`src/rtl/img_coder_pkg.sv`:
```
// Shared constants for the bitplane coding path: subband region tables,
// widths and scheduler FSM encoding.
package img_coder_pkg;

    localparam int unsigned PLANE_W = 4;
    localparam int unsigned ADDR_W  = 12;
    localparam int unsigned POS_W   = 6;
    localparam int unsigned SB_W    = 3;

    localparam logic [SB_W-1:0] SB_LL2 = 3'd0;
    localparam logic [SB_W-1:0] SB_HL2 = 3'd1;
    localparam logic [SB_W-1:0] SB_LH2 = 3'd2;
    localparam logic [SB_W-1:0] SB_HH2 = 3'd3;
    localparam logic [SB_W-1:0] SB_HL1 = 3'd4;
    localparam logic [SB_W-1:0] SB_LH1 = 3'd5;
    localparam logic [SB_W-1:0] SB_HH1 = 3'd6;

    localparam logic [1:0] ST_IDLE       = 2'd0;
    localparam logic [1:0] ST_ISSUE      = 2'd1;
    localparam logic [1:0] ST_WAIT_CODER = 2'd2;
    localparam logic [1:0] ST_DONE       = 2'd3;

    function automatic logic [POS_W-1:0] sb_row0(input logic [SB_W-1:0] sb);
        case (sb)
            SB_LH2, SB_HH2: return 6'd16;
            SB_LH1, SB_HH1: return 6'd32;
            default:        return 6'd0;
        endcase
    endfunction

    function automatic logic [POS_W-1:0] sb_col0(input logic [SB_W-1:0] sb);
        case (sb)
            SB_HL2, SB_HH2: return 6'd16;
            SB_HL1, SB_HH1: return 6'd32;
            default:        return 6'd0;
        endcase
    endfunction

    function automatic logic [POS_W-1:0] sb_row_last(input logic [SB_W-1:0] sb);
        case (sb)
            SB_LL2, SB_HL2: return 6'd15;
            SB_LH2, SB_HH2,
            SB_HL1:         return 6'd31;
            default:        return 6'd63;
        endcase
    endfunction

    function automatic logic [POS_W-1:0] sb_col_last(input logic [SB_W-1:0] sb);
        case (sb)
            SB_LL2, SB_LH2: return 6'd15;
            SB_HL2, SB_HH2,
            SB_LH1:         return 6'd31;
            default:        return 6'd63;
        endcase
    endfunction

endpackage

```
`src/rtl/subband_scan_counter.sv`:
```
// Row/col/subband position register walking the 7 subbands in coding order,
// raster scan inside each region; wraps to LL2 origin after HH1.
module subband_scan_counter
    import img_coder_pkg::*;
(
    input  logic             clk,
    input  logic             rst,
    input  logic             clear,
    input  logic             advance,
    output logic [SB_W-1:0]  sb,
    output logic [POS_W-1:0] row,
    output logic [POS_W-1:0] col,
    output logic             region_first,
    output logic             image_end
);

    logic             row_end;
    logic             col_end;
    logic             region_end;
    logic [SB_W-1:0]  sb_nx;
    logic [POS_W-1:0] row_nx;
    logic [POS_W-1:0] col_nx;

    assign row_end      = (row == sb_row_last(sb));
    assign col_end      = (col == sb_col_last(sb));
    assign region_end   = row_end && col_end;
    assign image_end    = region_end && (sb == SB_HH1);
    assign region_first = (row == sb_row0(sb)) && (col == sb_col0(sb));

    always_comb begin
        sb_nx  = sb;
        row_nx = row;
        col_nx = col + 1'b1;
        if (col_end) begin
            col_nx = sb_col0(sb);
            row_nx = row + 1'b1;
            if (row_end) begin
                sb_nx  = (sb == SB_HH1) ? SB_LL2 : sb + 1'b1;
                row_nx = sb_row0(sb_nx);
                col_nx = sb_col0(sb_nx);
            end
        end
    end

    always_ff @(posedge clk or posedge rst) begin
        if (rst) begin
            sb  <= SB_LL2;
            row <= '0;
            col <= '0;
        end else if (clear) begin
            sb  <= SB_LL2;
            row <= '0;
            col <= '0;
        end else if (advance) begin
            sb  <= sb_nx;
            row <= row_nx;
            col <= col_nx;
        end
    end

endmodule

```
`src/rtl/bitplane_scheduler.sv`:
```
// Walks bitplanes top_plane..MIN_PLANE, issuing one centre address per
// coefficient to ram_reader, paced by coder_ready and rd_ack.
module bitplane_scheduler #(
    parameter int unsigned MIN_PLANE = 0,
    parameter int unsigned ADDR_W    = 12
) (
    input  logic              clk,
    input  logic              rst,
    input  logic              wavelet_end,
    input  logic [3:0]        top_plane,
    input  logic              stop_req,
    input  logic              coder_ready,
    input  logic              rd_ack,
    output logic              rd_req,
    output logic [ADDR_W-1:0] rd_addr,
    output logic [2:0]        subband,
    output logic [3:0]        plane,
    output logic              sb_first,
    output logic              plane_first,
    output logic              busy,
    output logic              code_done
);
    import img_coder_pkg::*;

    localparam logic [PLANE_W-1:0] MIN_P = PLANE_W'(MIN_PLANE);

    logic [1:0]       state;
    logic             stop_lat;
    logic [POS_W-1:0] row;
    logic [POS_W-1:0] col;
    logic             region_first;
    logic             image_end;
    logic             start;
    logic             transfer;
    logic             last_coef;

    assign start     = (state == ST_IDLE) && wavelet_end;
    assign transfer  = (state == ST_ISSUE) && rd_ack;
    assign last_coef = image_end && ((plane == MIN_P) || stop_lat);

    subband_scan_counter u_scan (
        .clk          (clk),
        .rst          (rst),
        .clear        (start),
        .advance      (transfer),
        .sb           (subband),
        .row          (row),
        .col          (col),
        .region_first (region_first),
        .image_end    (image_end)
    );

    assign rd_req      = (state == ST_ISSUE);
    assign rd_addr     = ADDR_W'({row, col});
    assign sb_first    = rd_req && region_first;
    assign plane_first = rd_req && region_first && (subband == SB_LL2);
    assign busy        = (state == ST_ISSUE) || (state == ST_WAIT_CODER);
    assign code_done   = (state == ST_DONE);

    always_ff @(posedge clk or posedge rst) begin
        if (rst) begin
            state    <= ST_IDLE;
            plane    <= '0;
            stop_lat <= 1'b0;
        end else begin
            // stop request only matters while a run is in flight
            stop_lat <= (state == ST_IDLE) ? 1'b0 : (stop_lat || stop_req);
            case (state)
                ST_IDLE: begin
                    if (wavelet_end) begin
                        plane <= top_plane;
                        state <= (top_plane < MIN_P) ? ST_DONE : ST_WAIT_CODER;
                    end
                end
                ST_WAIT_CODER: begin
                    if (coder_ready)
                        state <= ST_ISSUE;
                end
                ST_ISSUE: begin
                    if (rd_ack) begin
                        if (last_coef) begin
                            state <= ST_DONE;
                        end else begin
                            state <= ST_WAIT_CODER;
                            if (image_end)
                                plane <= plane - 1'b1;
                        end
                    end
                end
                default: state <= ST_IDLE;
            endcase
        end
    end

endmodule
```
`config.mk`:
```
export PLATFORM = sky130hd
export DESIGN_NAME = bitplane_scheduler
export DESIGN_NICKNAME = d
export VERILOG_FILES = /design/src/rtl/img_coder_pkg.sv /design/src/rtl/subband_scan_counter.sv /design/src/rtl/bitplane_scheduler.sv
export SDC_FILE = /design/constraint.sdc
export NUM_CORES = 1
export LEC_CHECK = 0
export CAP_MARGIN = 40
export CORE_MARGIN = 3
export CORE_UTILIZATION = 54
export CTS_BUF_LIST = sky130_fd_sc_hd__clkbuf_4 sky130_fd_sc_hd__clkbuf_8
export DETAILED_ROUTE_END_ITERATION = 10
export PLACE_DENSITY = 0.82
export RECOVER_POWER = 50
export SLEW_MARGIN = 20
export SYNTH_ARGS = -nofsm -noshare
export SYNTH_HDL_FRONTEND = slang
export SYNTH_SLANG_ARGS = --single-unit
```
`constraint.sdc`:
```
create_clock -name clk -period 2.9 [get_ports clk]
set_clock_uncertainty 0.15 [all_clocks]
set_input_delay 0.58 -clock clk [delete_from_list [all_inputs] [get_ports clk]]
set_output_delay 0.58 -clock clk [all_outputs]
set_load 0.02 [all_outputs]
```
==> out/metrics.sh <==
POST_SYNTH_NUM_CELL_TYPES=54
POSTROUTEWIRELENGTH_UM=4610
SYN-INSTANCE-COUNT=207
CLKPWRFRAC=0.180
CTS-ROOT-TO-SINK-BUFFERS=2
PLACEMENT.IO_BUFFERS=33
POWER.LEAKAGE_uW=0.000952
SYNTH_EDF_COUNT=0
GR_USAGE_TOTAL=0.249
SYNTH.YOSYS.WARNINGS=0
LAYOUT_WORST_PATH_CYCLE_SHARE=0.942
YOSYS_REGISTER_BITS=22
POST_SYN_AREA_UM2=1740
DRT_DRC_VIOLATIONS_LEFT=0
NUMBER_OF_ANTENNA_VIOLATIONS_AT_THE_FIRST_CHECK_IN_GLOBAL_ROUTING=0
CTSHTREEMAXLEVEL=1
MAXSLEWVIOLCOUNT=0
CTS_BUFFERS=3
XOR_XNOR_FRACTION_OF_SYNTH_AREA=0.0345
PLACEMENT.SETUP.WORST_SLACK_PS=96.7
CTS.CLK_SLEW.WORST_PATHS_PS=140
SYNTH_FLOP_CELL='dfrtp_1'
INSERTION_DELAY_PS=330
SYNTH.TOP_CELLS.BY_COUNT='dfrtp_1, nand2_1, a21oi_1, inv_1, nor2_1'
VIA_PER_INST=5.99
DESIGN.PORTCOUNT=34
SEQ_POWER_SHARE=0.324
POWER_DENSITY_nW_PER_UM2=610
PIN_COUNT_OF_THE_BIGGEST_NET_ENTERING_GLOBAL_ROUTING=23
CP_MAX_FO=11
REG2REG_SETUP_SLACK_PS=320
FIN_WS_PS=169
FIRSTDRTPASSITERS=4
COMPOUND_GATE_PORTION_OF_THE_SYNTHESIZED_AREA=0.240
ASYNC_RESET_FF_FRAC=1.00
SYNTH-ADDER-AREA-SHARE=0.0719
COREAREA_UM2=2900
POST_CTS_HOLD_BUFFER_COUNT=0
SETUP_CRIT_START_KIND='flip-flop'
NET-SWITCHING-POWER_uW=547
MEASURED_SLEW_AT_THE_WORST_SLEW_CHECK_PIN_PS=1230
DATA_REQUIRED_TIME_AT_THE_WORST_ENDPOINT_PS=2170
FMAX_MHz=366
P_COMB_FRAC=0.496
CTS.SINK_COUNT=22
NUM_ROWS=19
DPL_CELL_AREA_UM2=2160
FLOORPLAN.DIE.HEIGHT_UM=62.8
FP.DIEW_UM=62.8
WORSTHOLDPATHTYPE='flip-flop to flip-flop'
FINALSETUPVIOLATIONS=0
CLOCKROOTBUFFER='clkbuf_4'
SYNTHSIMPLEGATEAREAFRAC=0.234
WORST-SETUP-PATH-TYPE='flip-flop to primary output'
TOTAL_VIA_COUNT_AFTER_DETAILED_ROUTING=1732
MINIMUM_PERIOD_IMPLIED_BY_THE_FINAL_WORST_SETUP_SLACK_PS=2730
TOTALNEGATIVESETUPSLACK_PS=0
SWITCHING_SHARE=0.407
FLOORPLAN.INITIALDENSITY=0.600
SYNTH_TOP_CELL_BY_AREA='dfrtp_1'
TIMING.SLEW.HEADROOM=0.180
ROUTE.ANTENNA.REMAINING_NETS=0
GR-TOTAL-OVERFLOW=0
CTS_TREE='done'
AVGSYNTHCELLAREA_UM2=8.40
DRTITER0DRC=134
DRV_CAP=0
ROUTE.DETAILED.WL_PER_INST_UM=16.0
SYNTHTOLAYOUTAREAGROWTH_PCT=26.8
FINAL-HOLD-VIOLATION-COUNT=0
ANTENNA_CELLS=0
LARGEST_FAMILY_OF_LOGIC_CELLS_BY_SYNTHESIZED_AREA='compound AO/OA/AOI/OAI gates'
SYN_NETS=227
RESULT_OF_THE_RUN='finished, final reports clean'
GRT_SETUP_UNREPAIRED='no'
SYNTH_MUX_AREA_FRAC=0.0360
ARRIVAL_TIME_AT_THE_WORST_ENDPOINT_PS=2000
POST-SYNTH-TOP-COUNT-CELL='dfrtp_1'
NNETSFINAL=268
MAX-VDD-IR-DROP_mV=0.654
STDCELL_AREA_UM2=2200
FIRST_GLOBAL_VIAS=1752
SEQ_AREA_FRAC_SYNTH=0.317
SYNTH_LARGEST_TYPE_AREA_FRACTION=0.317
GPL.FINAL_WEIGHTED_CONGESTION=0.949
LAYOUT-DRIVE-GT1-SHARE=0.134
POWER.INTERNAL_uW=799
FP.DIEAREA_UM2=3940
GRT_FIRST_PASS_WIRELENGTH_UM=7900
SYNTH_AREA_LEADERS='dfrtp_1, ha_1, a21oi_1, nand2_1, inv_1'
CRITPATHCAPTURETYPE='primary output'
DPL.HPWL_UM=3420
placed cells by master, fill, tap and decap left out, types with 4 or more instances in the layout:
cell type,Yosys,routed
nor2_1,17,17
inv_1,17,17
a21oi_1,17,17
dfrtp_1,22,22
a211oi_1,5,4
mux2i_1,4,4
o211ai_1,4,4
clkdlybuf4s50_1,0,21
o21ai_0,11,11
nand2_1,20,20
dlygate4sd3_1,0,10
buf_4,0,11
nand3_1,11,11
ha_1,10,9
xnor2_1,4,4
final timing paths:
kind                       cells after the start     endpoint           from
min reg2reg                                    2     stop_lat       stop_lat
max reg2reg                                    6     plane[3]  u_scan.col[1]
min                                            2     stop_lat       stop_lat
max                                            7  plane_first   u_scan.sb[1]
max in group asynchronous                      3     plane[0]            rst
min in group asynchronous                      3     plane[2]            rst
final cells by class:
type	count	area [um^2]
clock buffer	3	22.5
clock inverter	1	30.0
fill	249	696
inverter	17	63.8
multi-input combinational	159	1080
sequential	22	551
tap	42	52.6
timing repair buffer	45	407
routing by layer:
| layer | share of wire | global-route usage |
|---|---|---|
| met2 | 0.51 | 0.439 |
| met3 | 0.066 | 0.0342 |
| met1 | 0.41 | 0.312 |
| met4 | 0.0082 | 0.0826 |
| met5 | 0 | 0 |
logic make-up after synthesis:
family / after synthesis
buffers and inverters: 26
adder cells (fa/ha/maj): 10
AND/OR/NAND/NOR: 79
flip-flops: 22
XOR/XNOR: 6
AO/OA/AOI/OAI: 58
multiplexers: 6
registers in the layout, indices dropped and copies added, names as in the netlist:
name / flops
plane: 4
u_scan.col: 6
u_scan.row: 6
u_scan.sb: 3
state: 2
stop_lat: 1
worst max-delay path: stages, from the launching register on:
cell	delay (ps)
dfrtp_1	410
buf_4	180
and2b_1	270
o2111ai_1	160
a211oi_2	230
nand2_1	90
nor3_1	170
clkbuf_2	190
power groups by stage:
stage                     combinational [uW]  sequential (uW)  clock (uW)
after floorplan                          392              475           0
after global placement                   664              437           0
after detailed placement                 693              441           0
after CTS                                685              437         246
after global routing                     735              447         263
final                                    668              436         242
metrics by stage:
stage | util | power, uW | instances | hold WS (ps)
6_report | 0.760 | 1350 | 289 | 423
5_1_grt | 0.760 | 1450 | 289 | 492
4_1_cts | 0.761 | 1370 | 289 | 424
3_5_place_dp | 0.744 | 1130 | 285 | 390
3_3_place_gp | 0.744 | 1100 | 285 | 369
2_1_floorplan | - | 867 | 207 | 336
repair_timing:
| action | 4_1_cts | 5_1_grt |
|---|---|---|
| setup endpoints to repair | 2 | 2 |
| pin swaps | 0 | 1 |
| setup buffers | 0 | 0 |
| gates resized for setup | 2 | 7 |
| cloned | 0 | 0 |
No activity file was read; power rests on OpenSTA's default activity.
